===== config.mk =====
export PLATFORM = sky130hd
export DESIGN_NAME = condicionador_botoes
export DESIGN_NICKNAME = d
export VERILOG_FILES = /design/src/rtl/condicionador_botoes.sv
export SDC_FILE = /design/constraint.sdc
export NUM_CORES = 1
export LEC_CHECK = 0
export ABC_CLOCK_PERIOD_IN_PS = 2700
export BUFFER_PORTS_ARGS = -buffer_cell sky130_fd_sc_hd__buf_2
export CAP_MARGIN = 20
export CORE_ASPECT_RATIO = 1.25
export CORE_MARGIN = 2
export CORE_UTILIZATION = 40
export CTS_BUF_LIST = sky130_fd_sc_hd__clkbuf_8 sky130_fd_sc_hd__clkbuf_16
export DETAILED_ROUTE_END_ITERATION = 7
export PLACE_DENSITY = 0.64
export SLEW_MARGIN = 20
export SYNTH_ARGS = -nofsm -noshare
export SYNTH_HDL_FRONTEND = slang
export SYNTH_SLANG_ARGS = --single-unit
export TNS_END_PERCENT = 5

===== constraint.sdc =====
create_clock -name clk -period 2.7 [get_ports clk]
set_clock_uncertainty 0.05 [all_clocks]
set_input_delay 0.54 -clock clk [delete_from_list [all_inputs] [get_ports clk]]
set_output_delay 0.54 -clock clk [all_outputs]
set_load 0.01 [all_outputs]

===== src/rtl/condicionador_botoes.sv =====
// Push-button conditioner: two-flop sync, per-button debounce FSM, gated one-shot
// press strobes and a saturating count of accepted press cycles (jogadas).
//
// state       | meaning
// ------------+-------------------------------------------------------------
// SOLTO       | button released and stable; waiting for a high sample
// CONF_PRESS  | high seen, counting consecutive highs before accepting press
// PRESSIONADO | button pressed and stable; waiting for a low sample
// CONF_SOLTA  | low seen, counting consecutive lows before accepting release

module condicionador_botoes #(
    parameter int N_BOTOES        = 8,
    parameter int DEBOUNCE_CYCLES = 50000,
    parameter int CNT_W           = 16,
    parameter int JOGADAS_W       = 8
) (
    input  logic                 clk,
    input  logic                 rst,
    input  logic [N_BOTOES-1:0]  botoes_raw,
    input  logic                 habilitar,
    input  logic                 limpar_jogadas,
    output logic [N_BOTOES-1:0]  botoes_pulso,
    output logic                 botao_valido,
    output logic [JOGADAS_W-1:0] jogadas,
    output logic [N_BOTOES-1:0]  db_estavel
);

    typedef enum logic [1:0] {
        SOLTO       = 2'd0,
        CONF_PRESS  = 2'd1,
        PRESSIONADO = 2'd2,
        CONF_SOLTA  = 2'd3
    } estado_t;

    localparam logic [CNT_W-1:0]     CNT_ULT = CNT_W'(DEBOUNCE_CYCLES - 1);
    localparam logic [CNT_W-1:0]     CNT_UM  = CNT_W'(1);
    localparam logic [JOGADAS_W-1:0] JOG_MAX = {JOGADAS_W{1'b1}};
    localparam logic [JOGADAS_W-1:0] JOG_UM  = JOGADAS_W'(1);

    logic [N_BOTOES-1:0]  r_sync1;
    logic [N_BOTOES-1:0]  r_sync2;
    logic [N_BOTOES-1:0]  w_entra_press;
    logic [N_BOTOES-1:0]  w_pulso_prox;
    logic [N_BOTOES-1:0]  r_pulso;
    logic                 r_valido;
    logic [JOGADAS_W-1:0] r_jogadas;

    always_ff @(posedge clk or negedge rst) begin
        if (!rst) begin
            r_sync1 <= '0;
            r_sync2 <= '0;
        end else begin
            r_sync1 <= botoes_raw;
            r_sync2 <= r_sync1;
        end
    end

    for (genvar g = 0; g < N_BOTOES; g++) begin : g_botao
        estado_t          r_estado;
        logic [CNT_W-1:0] r_cnt;
        logic             r_db;

        // Same condition the FSM uses to move CONF_PRESS -> PRESSIONADO.
        assign w_entra_press[g] = (r_estado == CONF_PRESS) && r_sync2[g] && (r_cnt == CNT_ULT);
        assign db_estavel[g]    = r_db;

        always_ff @(posedge clk or negedge rst) begin
            if (!rst) begin
                r_estado <= SOLTO;
                r_cnt    <= '0;
                r_db     <= 1'b0;
            end else begin
                case (r_estado)
                    SOLTO: begin
                        if (r_sync2[g]) begin
                            r_estado <= CONF_PRESS;
                            r_cnt    <= CNT_UM;
                        end else begin
                            r_cnt <= '0;
                        end
                    end
                    CONF_PRESS: begin
                        if (!r_sync2[g]) begin
                            r_estado <= SOLTO;
                            r_cnt    <= '0;
                        end else if (r_cnt == CNT_ULT) begin
                            r_estado <= PRESSIONADO;
                            r_cnt    <= '0;
                            r_db     <= 1'b1;
                        end else begin
                            r_cnt <= r_cnt + CNT_UM;
                        end
                    end
                    PRESSIONADO: begin
                        if (!r_sync2[g]) begin
                            r_estado <= CONF_SOLTA;
                            r_cnt    <= CNT_UM;
                        end else begin
                            r_cnt <= '0;
                        end
                    end
                    CONF_SOLTA: begin
                        if (r_sync2[g]) begin
                            r_estado <= PRESSIONADO;
                            r_cnt    <= '0;
                        end else if (r_cnt == CNT_ULT) begin
                            r_estado <= SOLTO;
                            r_cnt    <= '0;
                            r_db     <= 1'b0;
                        end else begin
                            r_cnt <= r_cnt + CNT_UM;
                        end
                    end
                    default: begin
                        r_estado <= SOLTO;
                        r_cnt    <= '0;
                        r_db     <= 1'b0;
                    end
                endcase
            end
        end
    end

    // habilitar is sampled only on the acceptance edge, so a gated press is lost for good.
    assign w_pulso_prox = w_entra_press & {N_BOTOES{habilitar}};

    always_ff @(posedge clk or negedge rst) begin
        if (!rst) begin
            r_pulso   <= '0;
            r_valido  <= 1'b0;
            r_jogadas <= '0;
        end else begin
            r_pulso  <= w_pulso_prox;
            r_valido <= |w_pulso_prox;
            if (limpar_jogadas) begin
                r_jogadas <= '0;
            end else if (r_valido && (r_jogadas != JOG_MAX)) begin
                r_jogadas <= r_jogadas + JOG_UM;
            end
        end
    end

    assign botoes_pulso = r_pulso;
    assign botao_valido = r_valido;
    assign jogadas      = r_jogadas;

endmodule

==> impl_metrics.yaml, run 1 <==
run_status:
  status: "complete, no violations"
clocking:
  cts.htree.levels: 4
  clock-root-buffer: "clkbuf_16"
  clock_sink_count: 185
  buffer_levels_on_the_longest_clock_path: 2
  cts_tree: "done"
  post-cts-setup-buffers: 0
  tritoncts.num_buffers: 17
  cts_hold_buf: 0
  cts.reportedPaths.clkPinSlew_ns: 0.07
  post_cts.resized_instances: 0
  worst_skew_pair.late_latency_ns: 0.43
finish:
  drive_above_1_share_pct: 10.3
  commonest_cells_after_routing_fill_and_taps_aside: "185 x dfrtp_1, 152 x nor2_1, 62 x xnor2_1"
  finalInstanceArea_um2: 9570
  layout_commonest_cell: "dfrtp_1"
  utilization_pct: 46.1
  number_of_filler_instances_in_the_final_layout: 1898
  flow.area_growth_from_synthesis_pct: 13.5
  ant_diodes: 0
  nNetsFinal: 871
  final_cell_count_no_fill: 1137
timing:
  unrepaired_setup_endpoints_after_global_routing: "no"
  finalSetupViolations: 0
  timing_max_transition_violations_final: 0
  maxSlewHeadroom_pct: 57.6
  worst_slew_pin_slew_ns: 0.630
  timing.setup.tns_ns: 0
  period_share_pct: 77.8
  final_hold_violation_count: 0
  max_freq_mhz: 476
  finalWorstPathRequiredPeriod_ns: 2.10
route:
  antenna_left: 0
  detail_route.wirelength.met1_um: 7370
  detail_route.wirelength_um: 15500
  vias_per_cell: 4.96
  met3RoutedLength_um: 358
  post-route-drc-count: 0
  post_drt_wl_per_cell_um: 13.6
  first_iter_violations: 326
  dr_wl_met2_um: 7590
  vias: 5634
  dr.pass1.iters: 6
  dr.max_layer_used: "met4"
run:
  max_cap_viol_count: 0
floorplanning:
  core_um2: 20700
  fp.dieArea_um2: 22300
  die_y_um: 166
  core.rowCount: 59
  floorplan.die.width_um: 134
  ios: 37
  floorplan.initialDensity_pct: 40.6
place:
  dpl_cell_area_um2: 8890
  gp_routability_congestion: 0.832
  numPlacedInstances: 1105
  place.detailed.hpwl_um: 10600
  io_buffer_count: 36
yosys:
  synth-seq-cells: 185
  syn-num-nets: 835
  synthDistinctLibCells: 48
  synth_top_cell_area_share_pct: 54.9
  register_area_share_after_synthesis_pct: 54.9
  syn-instance-count: 814
  number_of_flops_mapped_to_enable_cells_by_yosys: 0
  ys.warnings.count: 0
  mappedNetlistArea_um2: 8430
  syn-mean-instance-area_um2: 10.4
  synthDominantAreaCellType: "dfrtp_1"
  synthTopCellsByArea: "dfrtp_1 55%, nor2_1 6.8%, xnor2_1 6.4%"
  ys.flop_type: "dfrtp_1"
  share_of_synthesized_flip_flops_with_an_asynchronous_set_or_reset_pct: 100
worst_setup_path:
  worstPathMaxFanout: 15
  crit_path_cell_trace: "or4_1 > nor4_1 > or3b_2 > nor2_1"
  cell_family_contributing_the_most_delay_on_the_critical_path: "simple AND/OR/NAND/NOR gates"
  crit_required_ns: 2.95
  worst_path_cell_with_the_longest_stage_delay: "or4_1"
  critical-path-max-stage-delay_ns: 0.57
  cp_num_buf_inv: 0
  crit_arrival_ns: 2.35
  element_type_at_the_critical_path_end: "register"
  critical_path.startpoint_type: "register"
  timing_worst_setup_path_type: "reg2reg"
power_and_ir_drop:
  power.static_leakage_nw: 4.15
  vdd.ir_drop.worst_mv: 0.459
  power-per-cell-area_nw_per_um2: 609
global_route:
  grt_overflow_total: 0
  number_of_global_route_vias_before_repair: 5622
  total_routing_resource_utilization_after_global_routing_pct: 14.7
  wire_length_of_the_first_global_routing_pass_um: 26600
  grt_max_degree: 70
  antenna_found_initial: 0
min_path:
  hold_class: "in2async"
-- final cells by class --
type / count / area, um^2 / share of cell area (%)
inverters: 19 / 71.3 / 0.745
clock inverters: 14 / 243 / 2.54
multi-input cells: 587 / 3600 / 37.6
clock buffers: 18 / 439 / 4.59
well taps: 274 / 343 / 3.58
repair buffers: 40 / 244 / 2.55
flip-flops and latches: 185 / 4630 / 48.4
-- flip-flops by register name, indices dropped and copies added, names as in the netlist, named ones only --
| name | flops |
|---|---|
| jogadas | 8 |
| r_sync1 | 8 |
| r_sync2 | 8 |
| botoes_pulso | 8 |
| g_botao.r_cnt | 128 |
| g_botao.r_db | 8 |
| g_botao.r_estado | 8 |
| botao_valido | 1 |
-- stage by stage --
step / hold slack, ns / setup WS [ns] / power (mW)
floorplan: 0.194 / 0.736 / 2.95
global placement: 0.284 / 0.683 / 3.05
detailed placement: 0.285 / 0.630 / 3.05
CTS: 0.0702 / 0.616 / 5.91
global route: 0.0920 / 0.493 / 6.07
finish: 0.0434 / 0.598 / 5.83
-- layer usage --
layer  global-route usage (%)  vias to the layer above
met3                     3.14                        9
met2                     23.6                       48
li1                         -                     2834
met5                        0                        -
met4                     5.41                        0
met1                     19.7                     2743
-- cells by family (layout without fill, tap and decap cells) --
group,Yosys count,after routing,synth area share (%)
compound gates,46,46,3.27
xor+xnor,122,122,12.7
flops,185,185,54.9
fa+ha+maj,9,9,1.34
mux,5,5,0.668
buf+inv,42,91,2.37
simple gates,405,405,24.8
-- power by group --
part / internal [mW] / switching, mW
clock: 1.77 / 1.06
sequential: 2.81 / 0.0309
combinational: 0.0448 / 0.110
-- worst paths after layout --
check | startpoint | to | slack [ns] | cells after the start
min reg2reg | r_sync1[3] | r_sync2[3] | 0.30 | 0
max in group asynchronous | rst | jogadas[2] | 1.86 | 2
min | rst | g_botao[4].r_cnt[11] | 0.04 | 1
max | g_botao[0].r_cnt[13] | g_botao[0].r_cnt[2] | 0.60 | 4
min in group clk | botoes_raw[0] | r_sync1[0] | 0.16 | 1
max reg2reg | g_botao[0].r_cnt[13] | g_botao[0].r_cnt[2] | 0.60 | 4
-- cell usage after synthesis, drive strengths merged (8+ instances only) --
| cell | count |
|---|---|
| nor2 | 152 |
| o21ai | 18 |
| and2 | 8 |
| dfrtp | 185 |
| nand4 | 24 |
| nand3 | 51 |
| buf | 15 |
| xor2 | 60 |
| a21oi | 13 |
| nand2 | 53 |
| inv | 19 |
| or3 | 9 |
| nor3 | 12 |
| xnor2 | 62 |
| and4 | 12 |
| and3 | 31 |
| nor4bb | 9 |
| clkbuf | 8 |
| ha | 9 |
| nor4 | 9 |
No activity file was read; power rests on OpenSTA's default activity.
==> run 2, diff against run 1 <==
--- a/config.mk
+++ b/config.mk
@@ -5,7 +5,7 @@
 export SDC_FILE = /design/constraint.sdc
 export NUM_CORES = 1
 export LEC_CHECK = 0
-export ABC_CLOCK_PERIOD_IN_PS = 2700
+export ABC_CLOCK_PERIOD_IN_PS = 2000
 export BUFFER_PORTS_ARGS = -buffer_cell sky130_fd_sc_hd__buf_2
 export CAP_MARGIN = 20
 export CORE_ASPECT_RATIO = 1.25
==> constraint.sdc (replaced) <==
create_clock -name clk -period 2 [get_ports clk]
set_clock_uncertainty 0.05 [all_clocks]
set_input_delay 0.4 -clock clk [delete_from_list [all_inputs] [get_ports clk]]
set_output_delay 0.4 -clock clk [all_outputs]
set_load 0.01 [all_outputs]
==> run 2 against run 1 <==
  * Critical path depth shrank 1
  * Sequential power grew 35%
  * Register-to-register slack lost 0.53 ns
  * Critical path type unchanged
==> impl_metrics.yaml, run 2 (synthesis results as in run 1) <==
finish:
  commonest_cells_after_routing_fill_and_taps_aside: "185 x dfrtp_1, 152 x nor2_1, 62 x xnor2_1"
  utilization_pct: 48.0
  flow.area_growth_from_synthesis_pct: 18.1
  finalInstanceArea_um2: 9950
  number_of_flip_flops_under_the_largest_register_name: 128
  layout_commonest_cell: "dfrtp_1"
  final_cell_count_no_fill: 1188
  ant_diodes: 0
  nNetsFinal: 922
  drive_above_1_share_pct: 15.1
  register_bank_with_the_most_flops: "g_botao.r_cnt"
route:
  dr.pass1.iters: 4
  antenna_left: 0
  post-route-drc-count: 0
  met3RoutedLength_um: 306
  first_iter_violations: 255
  detail_route.wirelength_um: 15500
  vias: 5843
  detail_route.wirelength.met1_um: 7400
  post_drt_wl_per_cell_um: 13.1
  dr.max_layer_used: "met4"
  vias_per_cell: 4.92
  dr_wl_met2_um: 7520
floorplanning:
  fp.dieArea_um2: 22300
  die_y_um: 166
  core.rowCount: 59
  core_um2: 20700
  floorplan.initialDensity_pct: 40.6
  floorplan.die.width_um: 134
  ios: 37
power_and_ir_drop:
  power.static_leakage_nw: 4.41
  power-per-cell-area_nw_per_um2: 766
  design_power_total_mw: 7.62
  vdd.ir_drop.worst_mv: 0.583
timing:
  period_share_pct: 96.5
  timing_max_transition_violations_final: 0
  finalWorstPathRequiredPeriod_ns: 1.93
  finalSetupViolations: 0
  max_freq_mhz: 518
  maxSlewHeadroom_pct: 67.0
  worst_slew_pin_slew_ns: 0.492
  unrepaired_setup_endpoints_after_global_routing: "yes"
  final_hold_violation_count: 0
  timing.setup.tns_ns: 0
worst_setup_path:
  worstPathMaxFanout: 3
  setup.worst_path.start: "g_botao[0].r_cnt[13]"
  timing_worst_setup_path_type: "reg2reg"
  crit_required_ns: 2.27
  reg2reg_depth: 3
  element_type_at_the_critical_path_end: "register"
  worst-r2r-setup-slack_ns: 0.07
  crit-reg2reg-launch: "g_botao[0].r_cnt[13]"
  crit_arrival_ns: 2.20
  critical_path.startpoint_type: "register"
global_route:
  number_of_global_route_vias_before_repair: 5690
  total_routing_resource_utilization_after_global_routing_pct: 14.9
  grt_max_degree: 53
  antenna_found_initial: 0
  wire_length_of_the_first_global_routing_pass_um: 26900
  grt_overflow_total: 0
run_status:
  status: "complete, no violations"
clocking:
  post-cts-setup-buffers: 0
  tritoncts.num_buffers: 17
  buffer_levels_on_the_longest_clock_path: 2
  clock-root-buffer: "clkbuf_16"
  cts.reportedPaths.clkPinSlew_ns: 0.07
  cts_tree: "done"
  clock_sink_count: 185
  worst_skew_pair.late_latency_ns: 0.43
  cts.htree.levels: 4
min_path:
  hold_class: "in2reg"
place:
  place.detailed.hpwl_um: 11000
  dpl_cell_area_um2: 9250
  gp_routability_congestion: 0.783
  io_buffer_count: 36
  numPlacedInstances: 1152
run:
  max_cap_viol_count: 0
[run 2: changes by cell type in the layout (fill, tap and decap cells not counted), sizes merged]
cell,delta
bufinv,-2
buf,+47
clkinv,+2
clkinvlp,-1
dlygate4sd3,+4
clkbuf,+1
[run 2: repair_timing]
item / in CTS / in global routing
resized for setup: 0 / 7
pin swaps: 1 / 2
setup endpoints to repair: 1 / 36
hold buffers: 1 / 3
hold endpoints to repair: 43 / 3
[run 2: per-layer routing]
| layer | GRT usage [%] | vias to the layer above |
|---|---|---|
| li1 | - | 2934 |
| met1 | 19.6 | 2836 |
| met2 | 24.3 | 50 |
| met3 | 3.02 | 23 |
| met4 | 5.83 | 0 |
| met5 | 0 | - |
[run 2: worst max-delay path, stage by stage, from the launching register on]
cell and delay (ns):
dfrtp_1 0.37, or4_1 0.58, or4_4 0.54, mux2_2 0.29
[run 2: cell type report]
| type | count | area [um^2] |
|---|---|---|
| Timing Repair Buffer | 91 | 649 |
| Inverter | 19 | 71.3 |
| Multi-Input combinational cell | 587 | 3630 |
| Clock inverter | 13 | 176 |
| Fill cell | 1895 | 10800 |
| Clock buffer | 19 | 453 |
| Sequential cell | 185 | 4630 |
| Tap cell | 274 | 343 |
[run 2: report_power, final]
| part | total [mW] | leakage, nW | internal, mW | switching, mW |
|---|---|---|---|---|
| registers | 3.83 | 2.51 | 3.79 | 0.0397 |
| logic | 0.239 | 1.58 | 0.0857 | 0.154 |
| clock network | 3.55 | 0.316 | 2.15 | 1.40 |
[run 2: worst min-delay path by stage]
| stage | start | end | slack (ns) | depth (start not counted) |
|---|---|---|---|---|
| global route | botoes_raw[7] | r_sync1[7] | 0.0002 | 1 |
| floorplan | rst | async pin | 0.05 | 0 |
| finish | botoes_raw[4] | r_sync1[4] | 0.02 | 1 |
| CTS | botoes_raw[1] | r_sync1[1] | 0.003 | 1 |
| detailed placement | r_sync1[2] | r_sync2[2] | 0.29 | 0 |
| global placement | r_sync1[0] | r_sync2[0] | 0.28 | 0 |
[run 2: through the flow]
| step | setup WS [ns] | hold WS (ns) |
|---|---|---|
| floorplan | 0.0357 | 0.0544 |
| global route | -0.0136 | 0.000211 |
| detailed placement | 0.00652 | 0.287 |
| CTS | 0.0110 | 0.00256 |
| global placement | 0.0246 | 0.283 |
| finish | 0.0709 | 0.0218 |
